## config.mk

```make
export PLATFORM = sky130hd
export DESIGN_NAME = fetch_stage_flat
export DESIGN_NICKNAME = d
export VERILOG_FILES = /design/src/rtl/fetch_stage_if.sv /design/src/rtl/fetch_stage.sv /design/src/flat_wrapper.sv
export SDC_FILE = /design/constraint.sdc
export NUM_CORES = 1
export LEC_CHECK = 0
export CORE_MARGIN = 4
export CORE_UTILIZATION = 33
export DETAILED_ROUTE_END_ITERATION = 8
export PLACE_DENSITY = 0.61
export SETUP_SLACK_MARGIN = 0.1
export SYNTH_ARGS = -nofsm -noshare
export SYNTH_HDL_FRONTEND = slang
export SYNTH_SLANG_ARGS = --single-unit
```

## constraint.sdc

```tcl
create_clock -name clk -period 5.2 [get_ports clk]
set_input_delay 0.78 -clock clk [delete_from_list [all_inputs] [get_ports clk]]
set_output_delay 0.78 -clock clk [all_outputs]
set_load 0.01 [all_outputs]
```

## src/rtl/fetch_stage_if.sv

```systemverilog
// Handshake bundle between the fetch stage and its surroundings (hazard unit,
// branch resolution, instruction memory and the decode stage).
interface fetch_stage_if;
    logic        freeze;
    logic        Br_taken;
    logic [31:0] Br_addr;
    logic [31:0] Inst_in;
    logic [31:0] Inst_addr;
    logic [31:0] IF_PC;
    logic [31:0] IF_Inst;
    logic        IF_valid;
    logic [15:0] stall_count;
    logic [15:0] flush_count;

    modport master (
        output freeze, Br_taken, Br_addr, Inst_in,
        input  Inst_addr, IF_PC, IF_Inst, IF_valid, stall_count, flush_count
    );

    modport slave (
        input  freeze, Br_taken, Br_addr, Inst_in,
        output Inst_addr, IF_PC, IF_Inst, IF_valid, stall_count, flush_count
    );
endinterface

```

## src/rtl/fetch_stage.sv

```systemverilog
// Instruction fetch stage: PC register, IF/ID pipeline register, and saturating
// stall/flush event counters. Priority per edge: reset > branch > freeze > advance.
module fetch_stage #(
    parameter logic [31:0] RESET_PC = 32'h0000_0000
) (
    input  logic          clk,
    input  logic          rst,
    fetch_stage_if.slave  bus
);

    localparam logic [31:0] WORD_MASK     = 32'hFFFF_FFFC;
    localparam logic [31:0] RESET_PC_WORD = RESET_PC & WORD_MASK;
    localparam logic [15:0] COUNT_MAX     = 16'hFFFF;

    logic [31:0] pc;
    logic [31:0] if_pc;
    logic [31:0] if_inst;
    logic        if_valid;
    logic [15:0] stall_cnt;
    logic [15:0] flush_cnt;

    logic        flush;
    logic        hold;
    logic [31:0] pc_plus4;
    logic [31:0] br_target;

    // A taken branch overrides freeze, so a frozen stage still gets redirected.
    always_comb begin
        flush     = bus.Br_taken;
        hold      = bus.freeze & ~bus.Br_taken;
        pc_plus4  = pc + 32'd4;
        br_target = bus.Br_addr & WORD_MASK;
    end

    always_ff @(posedge clk or posedge rst) begin
        if (rst) begin
            pc       <= RESET_PC_WORD;
            if_pc    <= 32'h0000_0000;
            if_inst  <= 32'h0000_0000;
            if_valid <= 1'b0;
        end else if (flush) begin
            pc       <= br_target;
            if_pc    <= 32'h0000_0000;
            if_inst  <= 32'h0000_0000;
            if_valid <= 1'b0;
        end else if (!hold) begin
            pc       <= pc_plus4;
            if_pc    <= pc_plus4;
            if_inst  <= bus.Inst_in;
            if_valid <= 1'b1;
        end
    end

    // Counters stick at all-ones so long stalls never look like short ones.
    always_ff @(posedge clk or posedge rst) begin
        if (rst) begin
            stall_cnt <= 16'h0000;
            flush_cnt <= 16'h0000;
        end else begin
            if (hold && stall_cnt != COUNT_MAX) begin
                stall_cnt <= stall_cnt + 16'd1;
            end
            if (flush && flush_cnt != COUNT_MAX) begin
                flush_cnt <= flush_cnt + 16'd1;
            end
        end
    end

    assign bus.Inst_addr   = pc;
    assign bus.IF_PC       = if_pc;
    assign bus.IF_Inst     = if_inst;
    assign bus.IF_valid    = if_valid;
    assign bus.stall_count = stall_cnt;
    assign bus.flush_count = flush_cnt;

endmodule

```

## src/flat_wrapper.sv

```systemverilog
// flat-port wrapper written by rule: the top's interface ports become plain ports
module fetch_stage_flat 
#(
    parameter logic [31:0] RESET_PC = 32'h0000_0000
)
  (clk, rst, bus_freeze, bus_Br_taken, bus_Br_addr, bus_Inst_in, bus_Inst_addr, bus_IF_PC, bus_IF_Inst, bus_IF_valid, bus_stall_count, bus_flush_count);
  fetch_stage_if bus_i ();
  input  logic clk;
  input  logic rst;
  input wire logic [$bits(bus_i.freeze)-1:0] bus_freeze;
  input wire logic [$bits(bus_i.Br_taken)-1:0] bus_Br_taken;
  input wire logic [$bits(bus_i.Br_addr)-1:0] bus_Br_addr;
  input wire logic [$bits(bus_i.Inst_in)-1:0] bus_Inst_in;
  output wire logic [$bits(bus_i.Inst_addr)-1:0] bus_Inst_addr;
  output wire logic [$bits(bus_i.IF_PC)-1:0] bus_IF_PC;
  output wire logic [$bits(bus_i.IF_Inst)-1:0] bus_IF_Inst;
  output wire logic [$bits(bus_i.IF_valid)-1:0] bus_IF_valid;
  output wire logic [$bits(bus_i.stall_count)-1:0] bus_stall_count;
  output wire logic [$bits(bus_i.flush_count)-1:0] bus_flush_count;
  assign bus_i.freeze = bus_freeze;
  assign bus_i.Br_taken = bus_Br_taken;
  assign bus_i.Br_addr = bus_Br_addr;
  assign bus_i.Inst_in = bus_Inst_in;
  assign bus_Inst_addr = bus_i.Inst_addr;
  assign bus_IF_PC = bus_i.IF_PC;
  assign bus_IF_Inst = bus_i.IF_Inst;
  assign bus_IF_valid = bus_i.IF_valid;
  assign bus_stall_count = bus_i.stall_count;
  assign bus_flush_count = bus_i.flush_count;
  fetch_stage #(.RESET_PC(RESET_PC)) u_core (.clk(clk), .rst(rst), .bus(bus_i));
endmodule
```

# [Yosys cells after proc, flatten, opt, wreduce, memory -nomap -nowiden]
# Cells that the tools add are included.
[op_classes] n_addsub=3 n_eq_ne=3 mux=7 bitwise=2 n_reduce_logical=2
[op_table] op="32-bit 2-to-1 mux" count=5
[op_table] op="16-bit by 1-bit adder with 16-bit output, second input constant" count=2
[op_table] op="32-bit by 3-bit adder with 32-bit output, second input constant" count=1
[op_table] op="16-bit inequality test, second input constant" count=2
[op_table] op="1-bit logical AND" count=2
[op_table] op="1-bit 2-to-1 mux" count=2
[op_table] op="2-bit inequality test, second input constant" count=1
[op_table] op="1-bit AND" count=1
[op_table] op="1-bit NOT" count=1
[word_totals] ff_bits=129 inputBits=68 output_inout_bits=129 word_cells=23

# [Logic depth before layout (Yosys ltp)]
[depth] ltp_word=4 depth_mapped=8 mapped_depth_nobuf=6

# [Worst setup path before layout]
# No wires, ideal clock.
[synth_timing] kind="input-to-reg" start="input port bus_freeze" end="register u_core.pc[28], in the netlist u_core.bus.Inst_addr[28]" setup_ns=0.128 arrival_ns=1.991 t_required_ns=5.072 slack_ns=3.081 cell_stages=5 n_path_buf=0 path_cell_list="nand3b_1 -> nor4_2 -> nor4b_1 -> xnor2_1 -> o21ai_0"
[synth_between] elab_chain_cells=2
[synth_lines] element="start, declared" line_no="flat_wrapper.sv:10" text="input wire logic [$bits(bus_i.freeze)-1:0] bus_freeze;"
[synth_lines] element="1-bit AND" line_no="fetch_stage.sv:30" text="hold = bus.freeze & ~bus.Br_taken;"
[synth_lines] element="2-bit inequality test (no source line)"
[synth_lines] element="end signal, assigned" line_no="fetch_stage.sv:42" text="pc <= br_target;"
[synth_lines] element="end signal, assigned" line_no="fetch_stage.sv:47" text="pc <= pc_plus4;"
[synth_lines] element="end, declared" line_no="fetch_stage.sv:15" text="logic [31:0] pc;"
# Every way passes these cells.
# A chain may end at the register's enable or synchronous reset.

# [Worst setup path in the final report]
[layout_timing] start="register u_core.pc[5], in the netlist u_core.bus.Inst_addr[5]" end="register u_core.pc[29], in the netlist u_core.bus.Inst_addr[29]"
[layout_between] elab_chain_cells=3
[layout_lines] element="32-bit by 3-bit adder with 32-bit output" line_no="fetch_stage.sv:31" text="pc_plus4 = pc + 32'd4;"
[layout_lines] element="32-bit 2-to-1 mux" line_no="fetch_stage.sv:46" text="end else if (!hold) begin"
[layout_lines] element="32-bit 2-to-1 mux" line_no="fetch_stage.sv:41" text="end else if (flush) begin"
# Every way passes these cells. The select of a mux whose other input is x is not followed.

==> flow_summary_export.csv <==
group,metric,value,unit
run_status,status,"completed",
global_routing,grt_pass1_wl,28.00,mm
layout,syn2layout_area_growth,40.65,%
global_routing,overflow,0,
floorplanning,pin_count,197,
setup_path,cp-end-kind,"register",
place,port_buffers,192,
clock_tree,cts_root_buf,"clkbuf_16",
sta,worstMarginPinSlew,0.9582,ns
sta,setup_tns,0,ns
min_path,min_path_cells,1,
power_and_ir_drop,power.switching,0.7983,mW
setup_path,r2r_slack,2.69,ns
synth,async_flop_share,1.000,
setup_path,arrival,2.79,ns
clock_tree,cts_resized,0,
global_routing,track_usage,0.1629,
floorplanning,die_w,145.9,microns
place,dp_hpwl,11.74,mm
setup_path,worst_ep_required_time,5.48,ns
sta,skew,0.009505,ns
synth,syn-mean-instance-area,10.00,sq um
min_path,min_to,"u_core.bus.stall_count[15]",
power_and_ir_drop,power.share.combinational,0.193,
sta,timing.final.hold_violations,0,
clock_tree,post_cts_buffers,0,
synth,synth_warnings,0,
place,dp.cells,1018,
clock_tree,worstSkewPairLatency,0.41,ns
synth,synth-main-ff-cell,"dfrtp_1",
setup_path,crit_chain,"nand4_1 -> or4_1 -> nor4_1 -> xnor2_1 -> o21ai_1",
floorplanning,rows,50,
synth,synth_cell_types,50,
sta,maxSlewHeadroom,0.3612,
power_and_ir_drop,ir_drop,0.2284,mV
place,routabilityCongestion,0.7902,
clock_tree,ctsHoldBuffers,0,
floorplanning,fp.dieArea,21300,sq um
sta,setup_viol,0,
synth,yosys.area.top_type,"dfrtp_1",
detailed_routing,via_per_inst,4.775,
detailed_routing,wl_per_cell,16.00,microns
floorplanning,die_h,145.9,microns
clock_tree,clockBufferDepth,2,
detailed_routing,dr.pass1.iters,4,
clock_tree,cts_tree,"done",
detailed_routing,postRouteWirelength,16.75,mm
floorplanning,core,18710,sq um
detailed_routing,ant_nets,0,
synth,synthTopCellsByArea,"dfrtp_1 50%, xnor2_1 7.5%, mux2i_1 5.7%, nor2_1 5.2%, nand2_1 4.1%",
setup_path,cp-start-kind,"register",
min_path,min-delay-start,"u_core.bus.stall_count[15]",
synth,seq_area_frac_synth,0.5021,
synth,synth-edff-count,0,
power_and_ir_drop,clock_power_share,0.391,
setup_path,cp_max_fo,16,
sta,drv_slew,0,
detailed_routing,initialDrtViolationCount,213,
clock_tree,cts_made_buffers,17,
run,cap_violations,0,
synth,synth_top_area_frac,0.5021,
sta,fin_ws,2.693,ns
place,dp_slack,2.520,ns
setup_path,r2r_end,"u_core.bus.Inst_addr[29]",
synth,syn_inst,628,
sta,rsz0062_at_grt,"false",
power_and_ir_drop,p_int,2.121,mW
clock_tree,ctsHtreeMaxLevel,4,
power_and_ir_drop,leakage,3.579,nW
power_and_ir_drop,seqPwrFrac,0.417,
detailed_routing,drc,0,
layout,drive_gt1_frac,0.06396,
global_routing,grt_max_degree,74,
layout,nets,874,
power_and_ir_drop,swShare,0.2735,
layout,stdcell_count,1047,
detailed_routing,routed-via-count,4999,
setup_path,slowest_delay,0.93,ns
layout,antenna_cells,0,
min_path,hp-class,"register to register",
sta,min_period,2.507,ns
setup_path,reg2reg_depth,5,
clock_tree,clk_pin_slew_worst_paths,0.06,ns
global_routing,antenna_found_initial,2,
floorplanning,initial_core_util,0.3357,
synth,syn_area,6280,sq um
synth,ys_seq_elements,126,
power_and_ir_drop,power_density,330.5,nW/um^2
global_routing,grt_pass1_vias,5102,
setup_path,worst-setup-path-type,"register to register",
sta,period_share,0.4821,
setup_path,crit_slowest_cell,"or4_1",
sta,fmax,0.3989,GHz
setup_path,r2r_start,"u_core.bus.Inst_addr[5]",
clock_tree,clock_sinks,126,
==> cells in the mapped netlist, types with 7 or more instances <==
cell type and count:
nor2_1 87, a211oi_1 14, a21oi_1 16, xor2_1 24
nand3_1 26, mux2i_1 36, xnor2_1 54, clkbuf_1 18
nand2_1 69, o21ai_0 27, nor3_1 16, dfrtp_1 126
nor4_1 7, nand4_1 18
==> stage by stage <==
stage | cell area, sq um | util | total power [mW] | hold slack, ns
floorplan | 6284 | - | 1.487 | 0.5221
global placement | 8278 | 0.4425 | 1.802 | 0.4883
detailed placement | 8278 | 0.4425 | 1.804 | 0.4893
CTS | 8832 | 0.4722 | 2.963 | 0.5009
global route | 8832 | 0.4722 | 3.081 | 0.5354
finish | 8832 | 0.4722 | 2.919 | 0.4948
==> area by class of cell <==
type,instances,area (sq um)
inverters,7,28.78
fillers,1788,9873
multi-input cells,455,2844
repair buffers,196,1959
clock inverters,7,90.09
clock buffers,22,464.2
flip-flops and latches,126,3153
well taps,234,292.8
==> cells in the final DEF (no fill, tap or decap), types with 5 or more instances in the layout <==
master / Yosys / layout
buf_4: 6 / 5
xnor2_1: 54 / 54
clkdlybuf4s50_1: 0 / 190
nor3_1: 16 / 16
or3_1: 6 / 6
a211oi_1: 14 / 14
nor4_1: 7 / 7
clkbuf_16: 0 / 17
nand4_1: 18 / 18
mux2i_1: 36 / 36
o21ai_1: 6 / 6
a21oi_1: 16 / 16
xor2_1: 24 / 24
inv_1: 6 / 5
o21ai_0: 27 / 27
nand3_1: 26 / 26
nand2_1: 69 / 69
dfrtp_1: 126 / 126
nor2_1: 87 / 87
==> cell families (layout without fill, tap and decap cells) <==
kind of cell	after synthesis	in the layout	synth area share
flip-flops	126	126	0.5021
AO/OA/AOI/OAI	70	70	0.06535
AND/OR/NAND/NOR	263	263	0.2088
multiplexers	39	39	0.06276
buffers and inverters	48	232	0.04562
XOR/XNOR	78	78	0.1088
other	1	2	0.0005972
adder cells (fa/ha/maj)	3	3	0.005978
==> power by group through the flow <==
stage                     clock network [mW]  registers, mW  logic, mW
after detailed placement                   0           1.23      0.573
final                                   1.14           1.22      0.563
after global placement                     0           1.23      0.571
after CTS                               1.17           1.22      0.575
after floorplan                            0           1.24      0.243
after global routing                    1.22           1.24      0.625
==> registers in the layout, summed over array words and instances (netlist names) <==
name and flops:
u_core.bus.Inst_addr 30, u_core.bus.flush_count 16, u_core.bus.stall_count 16, u_core.bus.IF_valid 1, u_core.bus.IF_Inst 32, u_core.bus.IF_PC 31
==> worst max-delay path by stage <==
stage / slack, ns / to / depth (start not counted) / startpoint
after global placement: 2.52 / u_core.bus.flush_count[1] / 4 / bus_Br_taken
final: 2.69 / u_core.bus.Inst_addr[29] / 5 / u_core.bus.Inst_addr[5]
after detailed placement: 2.52 / u_core.bus.flush_count[1] / 4 / bus_Br_taken
after global routing: 2.46 / u_core.bus.IF_PC[27] / 5 / u_core.bus.Inst_addr[5]
after floorplan: 1.06 / u_core.bus.IF_Inst[0] / 1 / rst
after CTS: 2.68 / u_core.bus.Inst_addr[29] / 5 / u_core.bus.Inst_addr[5]
==> layer usage <==
layer | share of wire | track usage | wire length, microns
met1 | 0.45 | 0.2099 | 7543
met2 | 0.48 | 0.2673 | 8095
met3 | 0.055 | 0.05014 | 919
met4 | 0.0097 | 0.04274 | 163
met5 | 0.0016 | 0 | 27
==> worst max-delay path, delay by kind of cell (launching register included) <==
kind	cells	cell delay, ns
flip-flops	1	0.50
AND/OR/NAND/NOR	3	1.62
AO/OA/AOI/OAI	1	0.07
XOR/XNOR	1	0.17
No activity file was read; power rests on OpenSTA's default activity.
